### src/rtl/branch_resolver.sv
// branch_resolver: resolves B, B.cond, CBZ and CBNZ against the NZCV flags
// held in sreg[31:28]. Requests arrive over valid/ready from decode and the
// taken/target result leaves over valid/ready towards PC-select. B.cond is
// held back while a flag-setting instruction is still in flight.
//
// Optional feature: define BRANCH_STATS_EN to build saturating counters of
// resolved and taken branches. Without it the stat outputs are tied to zero.
module branch_resolver #(
  parameter int unsigned XLEN  = 64,
  parameter int unsigned CNT_W = 32
) (
  input  logic             clk,
  input  logic             reset,
  input  logic [31:0]      sreg,
  input  logic             flags_pending,
  input  logic             req_valid,
  output logic             req_ready,
  input  logic [1:0]       req_kind,
  input  logic [3:0]       req_cond,
  input  logic [XLEN-1:0]  req_rt_val,
  input  logic [XLEN-1:0]  req_pc,
  input  logic [XLEN-1:0]  req_offset,
  output logic             resp_valid,
  input  logic             resp_ready,
  output logic             resp_taken,
  output logic [XLEN-1:0]  resp_target,
  output logic [CNT_W-1:0] stat_resolved,
  output logic [CNT_W-1:0] stat_taken
);

  typedef enum logic [1:0] {
    S_IDLE       = 2'b00,
    S_WAIT_FLAGS = 2'b01,
    S_RESP       = 2'b10
  } state_t;

  typedef enum logic [1:0] {
    K_BCOND = 2'b00,
    K_CBZ   = 2'b01,
    K_CBNZ  = 2'b10,
    K_B     = 2'b11
  } kind_t;

  // LEGv8 condition-code evaluation; nzcv is {N,Z,C,V}.
  function automatic logic f_cond_pass(input logic [3:0] cond, input logic [3:0] nzcv);
    logic n, z, c, v;
    logic pass;
    n = nzcv[3];
    z = nzcv[2];
    c = nzcv[1];
    v = nzcv[0];
    case (cond)
      4'b0000: pass = z;
      4'b0001: pass = !z;
      4'b0010: pass = c;
      4'b0011: pass = !c;
      4'b0100: pass = n;
      4'b0101: pass = !n;
      4'b0110: pass = v;
      4'b0111: pass = !v;
      4'b1000: pass = c & !z;
      4'b1001: pass = !(c & !z);
      4'b1010: pass = (n == v);
      4'b1011: pass = (n != v);
      4'b1100: pass = !z & (n == v);
      4'b1101: pass = !(!z & (n == v));
      default: pass = 1'b1;  // AL and NV
    endcase
    return pass;
  endfunction

  // Taken target uses the word offset; the shift drops the offset's two MSBs.
  function automatic logic [XLEN-1:0] f_target(input logic [XLEN-1:0] pc,
                                               input logic [XLEN-1:0] offset,
                                               input logic            taken);
    logic [XLEN-1:0] byte_off;
    byte_off = {offset[XLEN-3:0], 2'b00};
    return taken ? (pc + byte_off) : (pc + XLEN'(4));
  endfunction

  state_t          r_state;
  state_t          w_next_state;

  // Request held while B.cond waits for flags to settle.
  logic [3:0]      r_cond;
  logic [XLEN-1:0] r_pc;
  logic [XLEN-1:0] r_offset;

  // Registered response.
  logic            r_taken;
  logic [XLEN-1:0] r_target;

  logic [3:0]      w_nzcv;
  kind_t           w_req_kind;
  logic            w_accept;
  logic            w_req_taken;
  logic [XLEN-1:0] w_req_target;
  logic            w_lat_taken;
  logic [XLEN-1:0] w_lat_target;
  logic            w_latch;
  logic            w_load_resp;
  logic            w_load_taken;
  logic [XLEN-1:0] w_load_target;
  logic            w_resp_hs;
  logic [27:0]     w_unused_sreg;

  assign w_nzcv        = sreg[31:28];
  assign w_unused_sreg = sreg[27:0];
  assign w_req_kind    = kind_t'(req_kind);

  assign req_ready   = (r_state == S_IDLE) | ((r_state == S_RESP) & resp_ready);
  assign w_accept    = req_valid & req_ready;
  assign resp_valid  = (r_state == S_RESP);
  assign resp_taken  = r_taken;
  assign resp_target = r_target;
  assign w_resp_hs   = resp_valid & resp_ready;

  // Resolve the incoming request in its accept cycle.
  always_comb begin
    w_req_taken = 1'b0;
    case (w_req_kind)
      K_BCOND: w_req_taken = f_cond_pass(req_cond, w_nzcv);
      K_CBZ:   w_req_taken = (req_rt_val == '0);
      K_CBNZ:  w_req_taken = (req_rt_val != '0);
      K_B:     w_req_taken = 1'b1;
      default: w_req_taken = 1'b0;
    endcase
    w_req_target = f_target(req_pc, req_offset, w_req_taken);
  end

  // Resolve the stalled B.cond against the current cycle's flags.
  always_comb begin
    w_lat_taken  = f_cond_pass(r_cond, w_nzcv);
    w_lat_target = f_target(r_pc, r_offset, w_lat_taken);
  end

  // Next-state and load-enable decode.
  always_comb begin
    w_next_state  = r_state;
    w_latch       = 1'b0;
    w_load_resp   = 1'b0;
    w_load_taken  = 1'b0;
    w_load_target = '0;
    case (r_state)
      S_IDLE, S_RESP: begin
        // A completed handshake frees the slot; a same-cycle accept refills it.
        if ((r_state == S_RESP) && resp_ready) begin
          w_next_state = S_IDLE;
        end
        if (w_accept) begin
          if ((w_req_kind == K_BCOND) && flags_pending) begin
            w_latch      = 1'b1;
            w_next_state = S_WAIT_FLAGS;
          end else begin
            w_load_resp   = 1'b1;
            w_load_taken  = w_req_taken;
            w_load_target = w_req_target;
            w_next_state  = S_RESP;
          end
        end
      end
      S_WAIT_FLAGS: begin
        if (!flags_pending) begin
          w_load_resp   = 1'b1;
          w_load_taken  = w_lat_taken;
          w_load_target = w_lat_target;
          w_next_state  = S_RESP;
        end
      end
      default: w_next_state = S_IDLE;
    endcase
  end

  // State register.
  always_ff @(posedge clk or negedge reset) begin
    if (!reset) begin
      r_state <= S_IDLE;
    end else begin
      r_state <= w_next_state;
    end
  end

  // Capture a B.cond that must wait for flags.
  always_ff @(posedge clk or negedge reset) begin
    if (!reset) begin
      r_cond   <= '0;
      r_pc     <= '0;
      r_offset <= '0;
    end else if (w_latch) begin
      r_cond   <= req_cond;
      r_pc     <= req_pc;
      r_offset <= req_offset;
    end
  end

  // Response register; held until the next load so it is stable under backpressure.
  always_ff @(posedge clk or negedge reset) begin
    if (!reset) begin
      r_taken  <= 1'b0;
      r_target <= '0;
    end else if (w_load_resp) begin
      r_taken  <= w_load_taken;
      r_target <= w_load_target;
    end
  end

`ifdef BRANCH_STATS_EN
  logic [CNT_W-1:0] r_stat_resolved;
  logic [CNT_W-1:0] r_stat_taken;

  // Saturating counts of completed response handshakes.
  always_ff @(posedge clk or negedge reset) begin
    if (!reset) begin
      r_stat_resolved <= '0;
      r_stat_taken    <= '0;
    end else if (w_resp_hs) begin
      if (r_stat_resolved != '1) begin
        r_stat_resolved <= r_stat_resolved + CNT_W'(1);
      end
      if (r_taken && (r_stat_taken != '1)) begin
        r_stat_taken <= r_stat_taken + CNT_W'(1);
      end
    end
  end

  assign stat_resolved = r_stat_resolved;
  assign stat_taken    = r_stat_taken;
`else
  logic w_unused_hs;
  assign w_unused_hs   = w_resp_hs;
  assign stat_resolved = '0;
  assign stat_taken    = '0;
`endif

endmodule

### config.mk
export PLATFORM = sky130hd
export DESIGN_NAME = branch_resolver
export DESIGN_NICKNAME = d
export VERILOG_FILES = /design/src/rtl/branch_resolver.sv
export SDC_FILE = /design/constraint.sdc
export NUM_CORES = 1
export LEC_CHECK = 0
export BUFFER_PORTS_ARGS = -buffer_cell sky130_fd_sc_hd__buf_2
export CORE_AREA = 2 2 231 188
export DETAILED_ROUTE_END_ITERATION = 16
export DIE_AREA = 0 0 233 190
export RECOVER_POWER = 50
export SYNTH_ARGS = -nofsm -noshare
export SYNTH_HDL_FRONTEND = slang
export SYNTH_SLANG_ARGS = --single-unit
### constraint.sdc
create_clock -name clk -period 5.7 [get_ports clk]
set_input_delay 0.57 -clock clk [delete_from_list [all_inputs] [get_ports clk]]
set_output_delay 0.57 -clock clk [all_outputs]
set_load 0.01 [all_outputs]
==> impl_metrics.json <==
{
  "tightest_slew_ns": 4.59,
  "finalMaxSlewViolations": 249,
  "fin_util": 0.441,
  "worst-r2r-cell-count": 20,
  "violations": "capacitance limit, slew limit",
  "routed_wl_mm": 53.5,
  "ys_ff_latch": 197,
  "setup_viol": 0,
  "synth_area_sq_um": 16200,
  "io-pin-count": 366,
  "synth_largest_area_cell": "dfrtp_1",
  "cts.repair.resized": 0,
  "worst_setup_path_end_kind": "flop",
  "slew_headroom": -2.06,
  "drt_first_pass_iters": 5,
  "synth_edf_count": 0,
  "core_sq_um": 42300,
  "rsz0062_at_grt": "false",
  "port_buffers": 271,
  "crit_slowest_cell": "a22oi_1",
  "slowest_delay_ns": 0.43,
  "clockBufferDepth": 2,
  "cts.htree.levels": 4,
  "post_cts_buffers": 0,
  "final_net_count": 2419,
  "synth.area.top_cells": "dfrtp_1 31%, ha_1 9.4%, mux2_2 8.9%",
  "cellPowerDensity_nw_per_um2": 381,
  "grt_max_degree": 134,
  "grt_use_met2": 0.382,
  "holdPathStages": 2,
  "synthCells": 1798,
  "drive_gt1_frac": 0.226,
  "rows": 68,
  "synth_fa_ha_area_frac": 0.0969,
  "top_usage_layer": "met2",
  "placed_cell_area_sq_um": 18200,
  "fin_setup_tns_ns": 0,
  "design_area_sq_um": 18700,
  "grt-ovfl-total": 0,
  "synth_ff_type": "dfrtp_1",
  "die_h_um": 190,
  "cts_sinks": 197,
  "grt_use_met3": 0.0412,
  "hold_viol": 0,
  "drt_iter0_drc": 1286,
  "ir_drop_v": 0.000220,
  "vias": 14786,
  "numCtsBuffers": 17,
  "grt_pass1_wl_mm": 81.3,
  "seq_area_frac_synth": 0.305,
  "cp.arrival_ns": 5.57,
  "criticalPathCategory": "in2reg",
  "start_kind": "primary input",
  "cts_tree": "built",
  "max_freq_mhz": 191,
  "crit_top_cell": "buf_4",
  "critPathMaxFanout": 26,
  "synth_compound_area_frac": 0.222,
  "p_leak_nw": 8.71,
  "wl_per_cell_um": 20.3,
  "antenna_found_initial": 2,
  "area_delta_synth_final_pct": 15.4,
  "clockRootBuffer": "clkbuf_16",
  "ys_warn_count": 0,
  "synth_top_family_by_area": "compound AO/OA/AOI/OAI gates",
  "clk_pin_slew_worst_paths_ns": 0.08,
  "period_share": 0.919,
  "clk_latency_ns": 0.48,
  "n_antenna_cell": 0,
  "grt_use_total": 0.238,
  "synth_top_area_share": 0.305,
  "met1_usage": 0.334,
  "cap_violations": 3,
  "avgSynthCellArea_sq_um": 8.99,
  "yosys-mux-area-fraction": 0.0923,
  "async_flop_share": 1.00,
  "setup_slack_ns": 0.464,
  "period_needed_ns": 5.24,
  "start_util": 0.382,
  "place_congestion": 0.944,
  "ant_nets": 0,
  "hp-class": "in2reg",
  "hold_buffers": 0,
  "crit_chain": "buf_2 -> nor4_1 -> nand4_1 -> nor4_1 -> buf_4 -> mux2i_1 -> nand2_2 -> buf_4 -> and2_1 -> ha_1 -> buf_4 -> a21oi_1 -> o22ai_1 -> a22oi_1 -> a31oi_1 -> a31oi_1 -> o21bai_1 -> a221oi_1 -> o21ai_0 -> xor2_1 -> a22oi_1 -> o21ai_0",
  "via_per_inst": 5.62,
  "synth_cell_type_count": 74,
  "dp_hpwl_mm": 41.3,
  "synth_xor_area_frac": 0.0629,
  "fin_worst_skew_ns": 0.0172,
  "grt_pass1_vias": 14145,
  "pre_cts_slack_ns": -0.0343,
  "drc": 0,
  "status": "complete, but fails checks",
  "worstPathRequired_ns": 6.04,
  "die_w_um": 233,
  "yosys.area_share.simple": 0.159,
  "die_area_sq_um": 44300
}
-- logic make-up (layout without fill, tap and decap cells) --
| kind of cell | Yosys count | count (layout) |
|---|---|---|
| xor+xnor | 116 | 116 |
| buf+inv | 198 | 410 |
| simple gates | 484 | 484 |
| mux | 133 | 133 |
| flops | 197 | 197 |
| other cells | 1 | 64 |
| compound gates | 545 | 545 |
| fa+ha+maj | 124 | 124 |
-- sequential cells by signal (all words and copies together) (netlist names) --
| name | cells |
|---|---|
| resp_taken | 1 |
| r_cond | 4 |
| r_state | 2 |
| r_offset | 62 |
| r_pc | 64 |
| resp_target | 64 |
-- path summary, 6_finish.rpt --
kind	start	end	slack, ns
setup / recovery	req_rt_val[12]	resp_target[39]	0.46
hold / removal	req_offset[38]	r_offset[38]	0.33
min in group asynchronous	reset	r_offset[40]	1.74
hold reg to reg	resp_target[2]	resp_target[2]	0.49
setup reg to reg	r_cond[3]	resp_target[61]	0.59
max in group asynchronous	reset	r_offset[8]	0.89
-- placed cells by master (no fill, tap or decap), types with 10 or more instances in the layout --
| cell type | Yosys | layout |
|---|---|---|
| clkbuf_1 | 89 | 68 |
| buf_4 | 64 | 64 |
| a21o_1 | 67 | 67 |
| o21a_1 | 14 | 14 |
| nor3_1 | 22 | 22 |
| ha_1 | 122 | 122 |
| o21ai_0 | 124 | 123 |
| a21oi_1 | 143 | 142 |
| nand2b_1 | 15 | 15 |
| a221o_1 | 10 | 10 |
| buf_2 | 5 | 205 |
| nand3_1 | 22 | 22 |
| nand4_1 | 37 | 37 |
| o21bai_1 | 20 | 20 |
| nor2_1 | 60 | 59 |
| xor2_1 | 56 | 56 |
| o221ai_1 | 16 | 16 |
| nor2b_1 | 18 | 18 |
| inv_1 | 37 | 37 |
| and2_1 | 127 | 127 |
| dfrtp_1 | 197 | 197 |
| clkbuf_16 | 0 | 17 |
| a22oi_1 | 45 | 45 |
| xnor2_1 | 60 | 60 |
| conb_1 | 1 | 64 |
| nor4_1 | 23 | 23 |
| a31oi_1 | 16 | 16 |
| nand2_1 | 120 | 119 |
| and3_1 | 12 | 11 |
| mux2_2 | 128 | 128 |
-- cell type report --
class                           instances  area [sq um]
Sequential cell                       197          4930
Clock inverter                         14           140
Clock buffer                           18           429
Inverter                               37           139
Timing Repair Buffer                  341          1820
Fill cell                            4235         23600
Multi-Input combinational cell       1466         10500
Tap cell                              560           701
-- metrics by stage --
| stage | instances | power (mW) | hold slack (ns) |
|---|---|---|---|
| floorplan | 1861 | 4.65 | 0.274 |
| global placement | 2601 | 5.78 | 0.461 |
| detailed placement | 2601 | 5.83 | 0.465 |
| CTS | 2633 | 7.11 | 0.140 |
| global route | 2633 | 7.58 | 0.312 |
| finish | 2633 | 7.11 | 0.326 |
-- synthesized netlist by cell type (all sizes together), types with 60 or more instances --
master,count
clkbuf,89
and2,127
mux2,128
buf,72
dfrtp,197
nand2,120
o21ai,130
a21o,67
xnor2,60
nor2,60
a21oi,149
ha,122
-- power breakdown --
part / switching, mW / internal [mW] / leakage (nW) / total [mW]
logic: 2.20 / 1.58 / 6.04 / 3.78
registers: 0.280 / 1.79 / 2.40 / 2.07
clock network: 0.638 / 0.615 / 0.268 / 1.25
-- worst max-delay path, delay by kind of cell --
family | cells | cell delay [ns]
simple gates | 5 | 1.17
compound gates | 10 | 2.41
mux | 1 | 0.28
buf+inv | 4 | 0.70
fa+ha+maj | 1 | 0.28
xor+xnor | 1 | 0.16
-- layer usage --
metal	up-vias	part of all wire
met5	-	0.00049
met4	4	0.013
met3	55	0.071
met2	549	0.46
met1	7210	0.46
li1	6968	-
Note: power is estimated with default switching activity, not from simulation.
